**config.mk**
```make
export PLATFORM = sky130hd
export DESIGN_NAME = bas_wr_arbiter
export DESIGN_NICKNAME = d
export VERILOG_FILES = /design/src/rtl/bas_wr_arbiter.sv
export SDC_FILE = /design/constraint.sdc
export NUM_CORES = 1
export LEC_CHECK = 0
export CAP_MARGIN = 30
export CORE_AREA = 2 2 778 780
export CTS_CLUSTER_DIAMETER = 60
export DETAILED_ROUTE_END_ITERATION = 10
export DIE_AREA = 0 0 780 782
export GPL_TIMING_DRIVEN = 0
export HOLD_SLACK_MARGIN = 0.02
export PLACE_DENSITY = 0.3
export RECOVER_POWER = 25
export SYNTH_ARGS = -nofsm -noshare
export SYNTH_HDL_FRONTEND = slang
export SYNTH_SLANG_ARGS = --single-unit
```
**constraint.sdc**
```tcl
create_clock -name pcie_clk -period 1.9 [get_ports pcie_clk]
set_clock_uncertainty 0.05 [all_clocks]
set_input_delay 0.285 -clock pcie_clk [delete_from_list [all_inputs] [get_ports pcie_clk]]
set_output_delay 0.285 -clock pcie_clk [all_outputs]
set_load 0.03 [all_outputs]
```
**src/rtl/bas_wr_arbiter.sv**
```systemverilog
// Round-robin burst arbiter sharing the PCIe BAS Avalon-MM write master among
// NB_REQ write requesters; a grant is locked from the first to the last beat.
module bas_wr_arbiter #(
  parameter int  NB_REQ  = 2,
  parameter int  DWIDTH  = 512,
  parameter int  BCWIDTH = 4,
  localparam int GW      = (NB_REQ > 1) ? $clog2(NB_REQ) : 1,
  localparam int BEW     = DWIDTH / 8
) (
  input  logic               pcie_clk,
  input  logic               pcie_reset_n,
  input  logic [63:0]        req_address     [NB_REQ],
  input  logic               req_write       [NB_REQ],
  input  logic [DWIDTH-1:0]  req_writedata   [NB_REQ],
  input  logic [BEW-1:0]     req_byteenable  [NB_REQ],
  input  logic [BCWIDTH-1:0] req_burstcount  [NB_REQ],
  output logic               req_waitrequest [NB_REQ],
  input  logic               pcie_bas_waitrequest,
  output logic [63:0]        pcie_bas_address,
  output logic               pcie_bas_write,
  output logic [DWIDTH-1:0]  pcie_bas_writedata,
  output logic [BEW-1:0]     pcie_bas_byteenable,
  output logic [BCWIDTH-1:0] pcie_bas_burstcount,
  output logic [GW-1:0]      grant_id,
  output logic [31:0]        contention_cnt
);

  typedef enum logic {S_IDLE, S_BURST} state_t;

  state_t             state, state_next;
  logic [GW-1:0]      rr_ptr;
  logic [GW-1:0]      winner;
  logic [GW-1:0]      cand;
  logic               any_req;
  logic               multi_req;
  logic               others_req;
  logic               seen_req;
  logic [BCWIDTH-1:0] beats_left;
  logic               beat_acc;
  logic               last_beat;
  logic               count_en;

  // Scan from farthest to nearest offset so the first requester after rr_ptr wins.
  always_comb begin
    // NOTE: every combinational output gets a default first, so no path can infer a latch.
    winner  = rr_ptr;
    any_req = 1'b0;
    cand    = '0;
    for (int off = NB_REQ; off >= 1; off--) begin
      cand = GW'((int'(rr_ptr) + off) % NB_REQ);
      if (req_write[cand]) begin
        winner  = cand;
        any_req = 1'b1;
      end
    end
  end

  always_comb begin
    multi_req  = 1'b0;
    others_req = 1'b0;
    seen_req   = 1'b0;
    for (int i = 0; i < NB_REQ; i++) begin
      if (req_write[i]) begin
        if (seen_req) multi_req = 1'b1;
        seen_req = 1'b1;
        if (GW'(i) != grant_id) others_req = 1'b1;
      end
    end
  end

  // Data path is a plain mux of the granted requester; only the write strobe is gated.
  assign pcie_bas_address    = req_address[grant_id];
  assign pcie_bas_writedata  = req_writedata[grant_id];
  assign pcie_bas_byteenable = req_byteenable[grant_id];
  assign pcie_bas_burstcount = req_burstcount[grant_id];
  assign pcie_bas_write      = (state == S_BURST) && req_write[grant_id];

  assign beat_acc  = pcie_bas_write && !pcie_bas_waitrequest;
  assign last_beat = beat_acc && (beats_left == BCWIDTH'(1));

  always_comb begin
    for (int i = 0; i < NB_REQ; i++) req_waitrequest[i] = 1'b1;
    if (state == S_BURST) req_waitrequest[grant_id] = pcie_bas_waitrequest;
  end

  always_comb begin
    state_next = state;
    case (state)
      S_IDLE:  if (any_req)   state_next = S_BURST;
      S_BURST: if (last_beat) state_next = S_IDLE;
      default:                state_next = S_IDLE;
    endcase
  end

  always_ff @(posedge pcie_clk or negedge pcie_reset_n) begin
    // NOTE: sequential state uses non-blocking assignments so all registers update together.
    if (!pcie_reset_n) state <= S_IDLE;
    else               state <= state_next;
  end

  // A zero burstcount is served as a single beat.
  always_ff @(posedge pcie_clk or negedge pcie_reset_n) begin
    if (!pcie_reset_n) begin
      grant_id   <= '0;
      rr_ptr     <= GW'(NB_REQ - 1);
      beats_left <= '0;
    end else if (state == S_IDLE && any_req) begin
      grant_id   <= winner;
      beats_left <= (req_burstcount[winner] == '0) ? BCWIDTH'(1) : req_burstcount[winner];
    end else if (beat_acc) begin
      beats_left <= beats_left - 1'b1;
      if (last_beat) rr_ptr <= grant_id;
    end
  end

  assign count_en = ((state == S_BURST) && others_req) || ((state == S_IDLE) && multi_req);

  always_ff @(posedge pcie_clk or negedge pcie_reset_n) begin
    if (!pcie_reset_n)                            contention_cnt <= '0;
    else if (count_en && (contention_cnt != '1)) contention_cnt <= contention_cnt + 1'b1;
  end

endmodule

```
==> summary.txt, run 1 <==
Setup path
  – Crit-path most repeated cell: clkbuf_16
  – Top cell family by delay on the critical path: buffers and inverters
  – CP max FO: 7
  – CP peak stage delay: 0.86 ns
  – Crit path buf inv count: 4
  – CP arrival: 2.47 ns
  – CP endpoint kind: output port
  – Critical path launch point type: register
  – Crit Path Class: reg2out
  – CP required: 1.56 ns
  – Slowest cell on crit path: dlygate4sd2_1
  – CP cell instances: buf_12, clkbuf_16, clkbuf_16, mux2_2, dlygate4sd2_1

Min path
  – Hold Path Class: in2async

Route
  – Vias per Instance: 1.86
  – Final Routed Wirelength: 428000 um
  – Final ANT Viol Nets: 0
  – Via Count: 20.8k
  – Wire per inst: 38.4 um
  – # DRC: 0
  – Pre-antenna DRT Iters: 5
  – Initial detailed-routing violation count: 1141

Die
  – # rows: 285
  – Die ar.: 610000 um^2
  – Boundary pin count: 1973
  – Die Y: 782 um
  – Initial Utilization: 1.60%
  – CORE AREA: 601000 um^2
  – Die X-Extent: 780 um

Run status
  – Failing checks: negative setup slack
  – Status: complete, but fails checks

Timing
  – Final hold vios: 0
  – RSZ-0062 raised after global routing: true
  – Min cycle time layout: 2.81 ns
  – Pins over their slew limit: 0
  – Setup TNS: -399.14 ns
  – Worst setup margin: -0.905 ns
  – Min Hold Slack: 0.309 ns
  – Finish-stage setup viols: 682
  – Slew HR: 32.3%
  – Final critical-path share of the clock period: 148%
  – FMAX: 356 MHz
  – Worst slew pin tran: 1.02 ns

Yosys
  – Syn nets: 2205
  – Synth area leaders: mux2_2, dfrtp_1, clkbuf_1, xnor2_1, nand4_1
  – Sequential area share after synthesis: 10.2%
  – YS warnings: 0
  – Mapped cell area: 9590 um^2
  – Syn Inst Count: 909
  – Post-synth EDFFs: 0
  – FFs w/ async S/R, synth: 100%
  – Synth top area share: 75.7%
  – Mean Syn Cell Area: 10.6 um^2
  – Unique cell type count in the Yosys netlist: 48
  – Top_reg_cell synth: dfrtp_1
  – Number of synthesized register bits: 39
  – Area leader, netlist: mux2_2

Finish
  – Most frequent cells in the layout: clkdlybuf4s50_1, mux2_2, dlygate4sd2_1, mux2_4, buf_4
  – Final Util: 7.35%
  – Share of layout cells above drive strength 1: 43.3%
  – Final Non-Filler Cells: 11.1k
  – NumNets Final: 4327
  – Area growth, synth to finish: 361%
  – Most common cell after layout, fill and taps aside: clkdlybuf4s50_1

Power and ir drop
  – Power Total: 54.1 mW
  – VDD IR-drop max: 0.000520 V
  – PD cells: 1230 nW/um^2
  – Pleak: 14.9 nW

GRT
  – Largest net degree at the start of global routing: 39
  – Gr usage total: 13.4%
  – Grt total ovfl: 0
  – Vias in the first global route: 19.8k
  – First-pass GRT wire length: 472000 um
  – Initial antenna violation count: 421

CTS
  – Worst-Skew Late Latency: 0.29 ns
  – CTS H-tree lvls: 2
  – Maximum root-to-sink buffer count: 2
  – TritonCTS Buffers: 5
  – Clock slew at reported path FFs: 0.06 ns
  – Root Driver: clkbuf_16
  – Num Clock Sinks: 39
  – Clock tree from TritonCTS: built

Placement
  – Port bufs: 1972
  – GP Congestion: 1.17
  – Placed wire-length estimate: 406000 um
  – Placed insts: 11.0k

Flow run
  – Max-cap violation count: 0
## worst reg2reg max path, stage by stage, from the launching register on
cell and delay (ns):
dfrtp_2 0.44, buf_4 0.16, buf_12 0.14, buf_12 0.16
mux2i_1 0.13, or3b_1 0.39, buf_2 0.18, nor2_2 0.11
nand3b_1 0.13, mux2_1 0.33
## cells by family after synthesis
kind of cell	share of synthesized area [%]
DFF	10.2
and+or+nand+nor	5.61
xor gates and xnor gates	2.65
buffers and inverters	3.18
AOI/OAI and AO/OA	1.49
muxes	76.5
adders and majority gates	0.391
## stage by stage
step                area, um^2  setup WS (ns)
finish                   44200         -0.905
detailed placement       40600          -2.57
global route             44100         -0.897
floorplan                 9710         0.0188
global placement         39500          -3.62
CTS                      42000          -1.07
## sequential cells by signal, summed over array words and instances (netlist names)
name,count
beats_left,4
contention_cnt,32
grant_id,1
rr_ptr,1
state,1
## report_power, final
group          internal [mW]  leakage, nW  switching [mW]
Clock                  0.486       0.0684           0.346
Combinational           20.8         14.3            31.3
Sequential              1.00        0.498           0.213
## routing by layer
| metal | global-route usage [%] | part of all wire (%) | vias to the layer above |
|---|---|---|---|
| li1 | - | - | 7780 |
| met1 | 14.1 | 36 | 9506 |
| met2 | 20.3 | 42 | 2222 |
| met3 | 10.4 | 17 | 964 |
| met4 | 4.08 | 4.4 | 312 |
| met5 | 0.188 | 0.64 | - |
## cells in the mapped netlist (2+ instances only)
| cell | number |
|---|---|
| nor4_4 | 2 |
| a2bb2oi_1 | 2 |
| nor3_1 | 3 |
| nand2_1 | 15 |
| nand3b_1 | 2 |
| and3_1 | 6 |
| a21oi_1 | 2 |
| dfrtp_1 | 38 |
| nand2b_1 | 2 |
| ha_1 | 3 |
| o21ai_1 | 4 |
| xor2_1 | 6 |
| clkbuf_1 | 69 |
| buf_1 | 2 |
| nand3_1 | 14 |
| nand4_1 | 18 |
| mux2_1 | 2 |
| inv_1 | 4 |
| mux2i_1 | 5 |
| nor2_1 | 14 |
| mux2_2 | 645 |
| xnor2_1 | 23 |
| and2_1 | 2 |
| nor2_2 | 2 |
## area by class of cell
class	instances	area [um^2]
Antenna cell	78	195
Buffer	71	1380
Clock buffer	7	133
Clock inverter	1	5.00
Fill cell	70500	557000
Inverter	4	15.0
Multi-Input combinational cell	792	8960
Sequential cell	39	993
Tap cell	8036	10100
Timing Repair Buffer	2118	22400
## worst paths after layout
check                                    from                 endpoint  slack, ns  depth (start not counted)
hold reg to reg            contention_cnt[31]       contention_cnt[31]       0.46                          1
setup reg to reg                     grant_id                   rr_ptr      -0.38                          9
setup / recovery                     grant_id  pcie_bas_writedata[432]      -0.91                          5
hold / removal                   pcie_reset_n       contention_cnt[13]       0.31                          2
max in group asynchronous        pcie_reset_n        contention_cnt[6]       0.20                          3
min in group pcie_clk      contention_cnt[31]       contention_cnt[31]       0.46                          1
## what timing repair did
action / in CTS / in global routing
gates cloned: 13 / 5
setup buffers: 39 / 78
endpoints found under the hold margin: 38 / 0
setup endpoints to repair: 689 / 689
hold buffers: 1 / 0
gates resized for setup: 1737 / 1211
Note: power is estimated with default switching activity, not from simulation.
==> run 2: changes to the inputs <==
- HOLD_SLACK_MARGIN: 0.02 -> default
==> results of run 2 <==
Final layout, timing and power as in run 1 (identical DEF).
==> RTL change 1: new RTL, settings of run 1 <==
Set the parameter `BCWIDTH` to 3 (it was 4).
--- a/src/rtl/bas_wr_arbiter.sv
+++ b/src/rtl/bas_wr_arbiter.sv
@@ -4,5 +4,5 @@
   parameter int  NB_REQ  = 2,
   parameter int  DWIDTH  = 512,
-  parameter int  BCWIDTH = 4,
+  parameter int  BCWIDTH = 3,
   localparam int GW      = (NB_REQ > 1) ? $clog2(NB_REQ) : 1,
   localparam int BEW     = DWIDTH / 8
Ports: changed (resized pcie_bas_burstcount and req_burstcount); port bits go from 1973 to 1970. No check against the original RTL was run, so the function may have changed too.
==> RTL change 1 against run 1 <==
The run still ends with negative setup slack left; sequential share of layout area decreased by 0.18 points; highest routed layer unchanged; final area increased by 5.0%; critical path depth increased by 5; critical endpoint is now req_waitrequest[0]; wire length decreased by 1.7%; total power increased by 4.7%; largest power group unchanged; worst setup slack improved by 0.0081 ns; area after synthesis decreased by 0.93%; register-to-register slack got worse by 0.28 ns; via count decreased by 1.0%; synthesized cell count decreased by 1.5%; sequential cell count decreased by 1.
==> RTL change 1: results <==
[detailed_routing]
wl_met3_mm = 43.8
wl_mm = 421
drt-met1-wl_mm = 183
drt_iter0_markers = 1304
wl_met2_mm = 178
num_vias = 20570

[sta]
setup_viol = 693
finalMaxSlewViolations = 0
worst_slack_ns = -0.897
relSlewSlack = 0.325
fin_setup_tns_ns = -430.13

[grt]
met2_usage = 0.204
grt_use_met1 = 0.165
grt_max_degree = 38
use_met3 = 0.0601
grt_antenna_before_repair = 456
grt_pass1_wl_mm = 465
grt_usage = 0.131
grt_pass1_vias = 19946

[cts]
htreeDepth = 2
holdBufCountCts = 1
post_cts_buffers = 89
ctsResizeCount = 2265
cts_root_buf = "clkbuf_16"

[power_and_ir_drop]
p_int_mw = 25.6
combPwrFrac = 0.959
peakVddDrop_v = 0.000448
seqPwrFrac = 0.020
leakage_nw = 16.5
comb-power_mw = 54.4

[place]
post_dp_cell_area_mm2 = 0.0412
place_ws_ns = -2.81
gp_congestion = 1.03
dp_hpwl_mm = 400
dp.cells = 10965
port_buffers = 1969

[synthesis]
yosys.area_share.adder = 0.00395
synth.distinct_cells = 41
synth.mux.area_fraction = 0.772
yosysSeqAreaShare = 0.100
synth_area_leaders = "mux2_2 76%, dfrtp_1 9.7%, clkbuf_1 2.8%"
synth_commonest_cells = "645 x mux2_2, 70 x clkbuf_1, 37 x dfrtp_1"
synth_xor_xnor_area_share = 0.0286
postSynthCellCount = 895
synth_compound_area_frac = 0.0107
syn_nets = 2189

[final_layout]
drive_gt1_frac = 0.478
reg_top3 = "contention_cnt: 32 flops, beats_left: 3 flops"
layout.nets = 4367
final_cells = 11187

[critical_path]
path_max_fanout = 4
cp.arrival_ns = 2.46

[run_status]
status = "finished, violations left"
violations = "negative setup slack"

[hold_path]
hold_class = "in2async"
-- RTL change 1: cell count changes after synthesis, moves of 2 or more --
cell	run 1	this run
a2bb2oi_1	2	0
nand3_1	14	12
nor2_2	2	0
nor4_1	0	2
nand4_1	18	15
o21ai_1	4	0
xnor2_1	23	26
o21ai_0	1	3
buf_1	2	0
nor2_1	14	4
a21oi_1	2	0
inv_1	4	9
-- RTL change 1: cells by family (layout without fill, tap and decap cells) --
logic type      Yosys count  in the layout
mux                     652            652
other cells               0             77
buf+inv                  83           2262
simple gates             78             78
flops                    38             38
compound gates           10             10
fa+ha+maj                 3              3
xor+xnor                 31             31
-- RTL change 1: path summary, 6_finish.rpt --
kind	startpoint	endpoint	slack [ns]	cells past startpoint
min	pcie_reset_n	contention_cnt[12]	0.27	2
max in group asynchronous	pcie_reset_n	grant_id	0.28	3
max	grant_id	req_waitrequest[0]	-0.90	10
max reg2reg	grant_id	contention_cnt[7]	-0.66	11
min in group pcie_clk	beats_left[1]	beats_left[1]	0.46	2
min reg2reg	beats_left[1]	beats_left[1]	0.46	2
-- RTL change 1: cell type report --
| cell class | instances | area (um^2) |
|---|---|---|
| Buffer | 66 | 1440 |
| Inverter | 9 | 33.8 |
| Antenna cell | 77 | 193 |
| Timing Repair Buffer | 2179 | 24400 |
| Multi-Input combinational cell | 774 | 9110 |
| Fill cell | 70273 | 555000 |
| Sequential cell | 38 | 958 |
| Tap cell | 8036 | 10100 |
| Clock buffer | 6 | 139 |
| Clock inverter | 2 | 60.1 |
-- RTL change 1: critical path: stages (launching register included) --
cell	delay (ns)
dfrtp_2	0.43
buf_6	0.13
buf_12	0.13
buf_8	0.12
clkbuf_16	0.13
buf_12	0.14
clkbuf_16	0.15
buf_12	0.13
buf_8	0.11
nand3b_1	0.37
clkbuf_16	0.29
==> RTL change 2: new RTL, settings of run 1 <==
Made on the original files. Put one more register stage on the output `contention_cnt`, cleared by the reset. The value now appears one clock later. The other outputs are not delayed to match.
--- a/src/rtl/bas_wr_arbiter.sv
+++ b/src/rtl/bas_wr_arbiter.sv
@@ -27,4 +27,6 @@
 
   typedef enum logic {S_IDLE, S_BURST} state_t;
+
+  logic [31:0] contention_cnt_s0;
 
   state_t             state, state_next;
@@ -117,6 +119,14 @@
 
   always_ff @(posedge pcie_clk or negedge pcie_reset_n) begin
-    if (!pcie_reset_n)                            contention_cnt <= '0;
-    else if (count_en && (contention_cnt != '1)) contention_cnt <= contention_cnt + 1'b1;
+    if (!pcie_reset_n)                            contention_cnt_s0 <= '0;
+    else if (count_en && (contention_cnt_s0 != '1)) contention_cnt_s0 <= contention_cnt_s0 + 1'b1;
+  end
+
+  always_ff @(posedge pcie_clk or negedge pcie_reset_n) begin
+    if (!pcie_reset_n) begin
+      contention_cnt <= '0;
+    end else begin
+      contention_cnt <= contention_cnt_s0;
+    end
   end
 
Check against the original RTL: not settled (the Yosys comparison gave no result); the edit may change what the design does.
==> RTL change 2 against run 1 <==
The run still ends with negative setup slack left; total power decreased by 11%; final area decreased by 3.3%; wire length decreased by 2.3%; final cell count decreased by 0.38%; synthesized cell count increased by 2.6%; maximum frequency increased by 3.1%; area after synthesis increased by 8.8%; sequential cell count increased by 32; clock power increased by 110%; worst setup slack improved by 0.085 ns; die area unchanged; combinational power decreased by 14%; first-iteration DRC count increased by 3.9%.
==> RTL change 2: results <==
[critical_path]
path_max_fanout = 6
cp.arrival_ns = 2.38
crit_family = "buffers and inverters"
reg2reg_depth = 7
crit_path_top_delay_cell = "dfrtp_2"
max_stage_delay_ns = 0.43

[place]
gp_congestion = 1.05
post_dp_cell_area_mm2 = 0.0411
dp_hpwl_mm = 400
place_ws_ns = -1.99

[cts]
htreeDepth = 3
cts_made_buffers = 9
cts_root_buf = "clkbuf_16"
clk_path_buf_depth = 2
clkLatencyLatePin_ns = 0.34

[synthesis]
ys_async_sr_fraction = 1.00
yosysSeqAreaShare = 0.170
synth_commonest_cells = "647 x mux2_2, 70 x dfrtp_1, 63 x buf_2"
synth_warnings = 0
synth.distinct_cells = 39
syn_nets = 2229
synth_area_leaders = "mux2_2 70%, dfrtp_1 17%, buf_2 3.0%"

[sta]
setup_viol = 680
worst_slack_ns = -0.820
relSlewSlack = 0.460

[grt]
grt_antenna_before_repair = 449
use_met3 = 0.0892
grt_pass1_wl_mm = 462
grt_use_met1 = 0.159
grt_max_degree = 62
met2_usage = 0.192
grt_pass1_vias = 19576
grt_usage = 0.131

[final_layout]
reg_top3 = "contention_cnt: 32 flops, contention_cnt_s0: 32 flops, beats_left: 4 flops"
layout.nets = 4258
drive_gt1_frac = 0.447

[hold_path]
hold_class = "reg2reg"
worstHoldPathCells = 0

[detailed_routing]
wl_per_cell_um = 37.7
drt_iter0_markers = 1186
routed_via_density = 1.82
first_pass_iters = 5

[power_and_ir_drop]
peakVddDrop_v = 0.000441
leakage_nw = 14.3

[run_status]
violations = "negative setup slack"
status = "finished, violations left"
RTL change 2: what timing repair did:
action / in CTS / in global routing
hold buffers: 1 / 0
buffers inserted: 6 / 12
setup endpoints to repair: 682 / 685
cloned: 5 / 11
hold endpoints to repair: 10 / 0
resized for setup: 2229 / 1014
RTL change 2: cell families after synthesis:
family | synth area share
flip-flops | 0.170
AO/OA/AOI/OAI | 0.00864
AND/OR/NAND/NOR | 0.0506
multiplexers | 0.701
buffers and inverters | 0.0378
XOR/XNOR | 0.0277
adder cells (fa/ha/maj) | 0.00360
RTL change 2: where the power goes:
part	total (mW)	internal, mW	switching [mW]	leakage [nW]
combinational	44.7	16.9	27.8	13.2
clock	1.71	1.02	0.687	0.142
sequential	2.01	1.74	0.265	0.935
total	48.4	19.6	28.8	14.3
RTL change 2: final cells by class:
type                       instances  area (um^2)
clock buffer                       9          225
antenna                          101          253
clock inverter                     7         72.6
timing repair buffer            2018        20200
sequential                        71         1780
inverter                           6         22.5
tap                             8036        10100
buffer                            76         1200
fill                           70594       559000
multi-input combinational        780         8920
RTL change 2: worst register-to-register path: cells and delay by family, from the launching register on:
kind                      cells  cell delay [ns]
xor gates and xnor gates      1             0.17
DFF                           1             0.43
buffers and inverters         2             0.40
muxes                         1             0.21
AOI/OAI and AO/OA             2             0.66
and+or+nand+nor               1             0.13
RTL change 2: through the flow:
stage,utilization,hold slack (ns),std cells,setup TNS (ns)
2_1_floorplan,-,-0.0606,933,0
3_3_place_gp,0.0669,0.396,10941,-1884.01
3_5_place_dp,0.0684,0.0963,10978,-878.86
4_1_cts,0.0696,0.284,10980,-518.31
5_1_grt,0.0707,0.408,11027,-459.34
6_report,0.0710,0.406,11104,-413.77
RTL change 2: final timing paths:
kind / slack [ns] / end / start
min reg2reg: 0.41 / contention_cnt[14] / contention_cnt_s0[14]
max in group asynchronous: 0.48 / contention_cnt[10] / pcie_reset_n
min in group asynchronous: 0.52 / contention_cnt[22] / pcie_reset_n
max reg2reg: -0.26 / contention_cnt_s0[27] / grant_id
min: 0.41 / contention_cnt[14] / contention_cnt_s0[14]
max: -0.82 / pcie_bas_writedata[295] / grant_id
RTL change 2: per-layer routing:
layer  vias up  share of wire  routed length, um
met4       296          0.025              10400
met2      2124           0.40             168000
met1      9365           0.41             173000
met5         -         0.0057               2400
li1       7717              -                  -
met3       666           0.15              63700
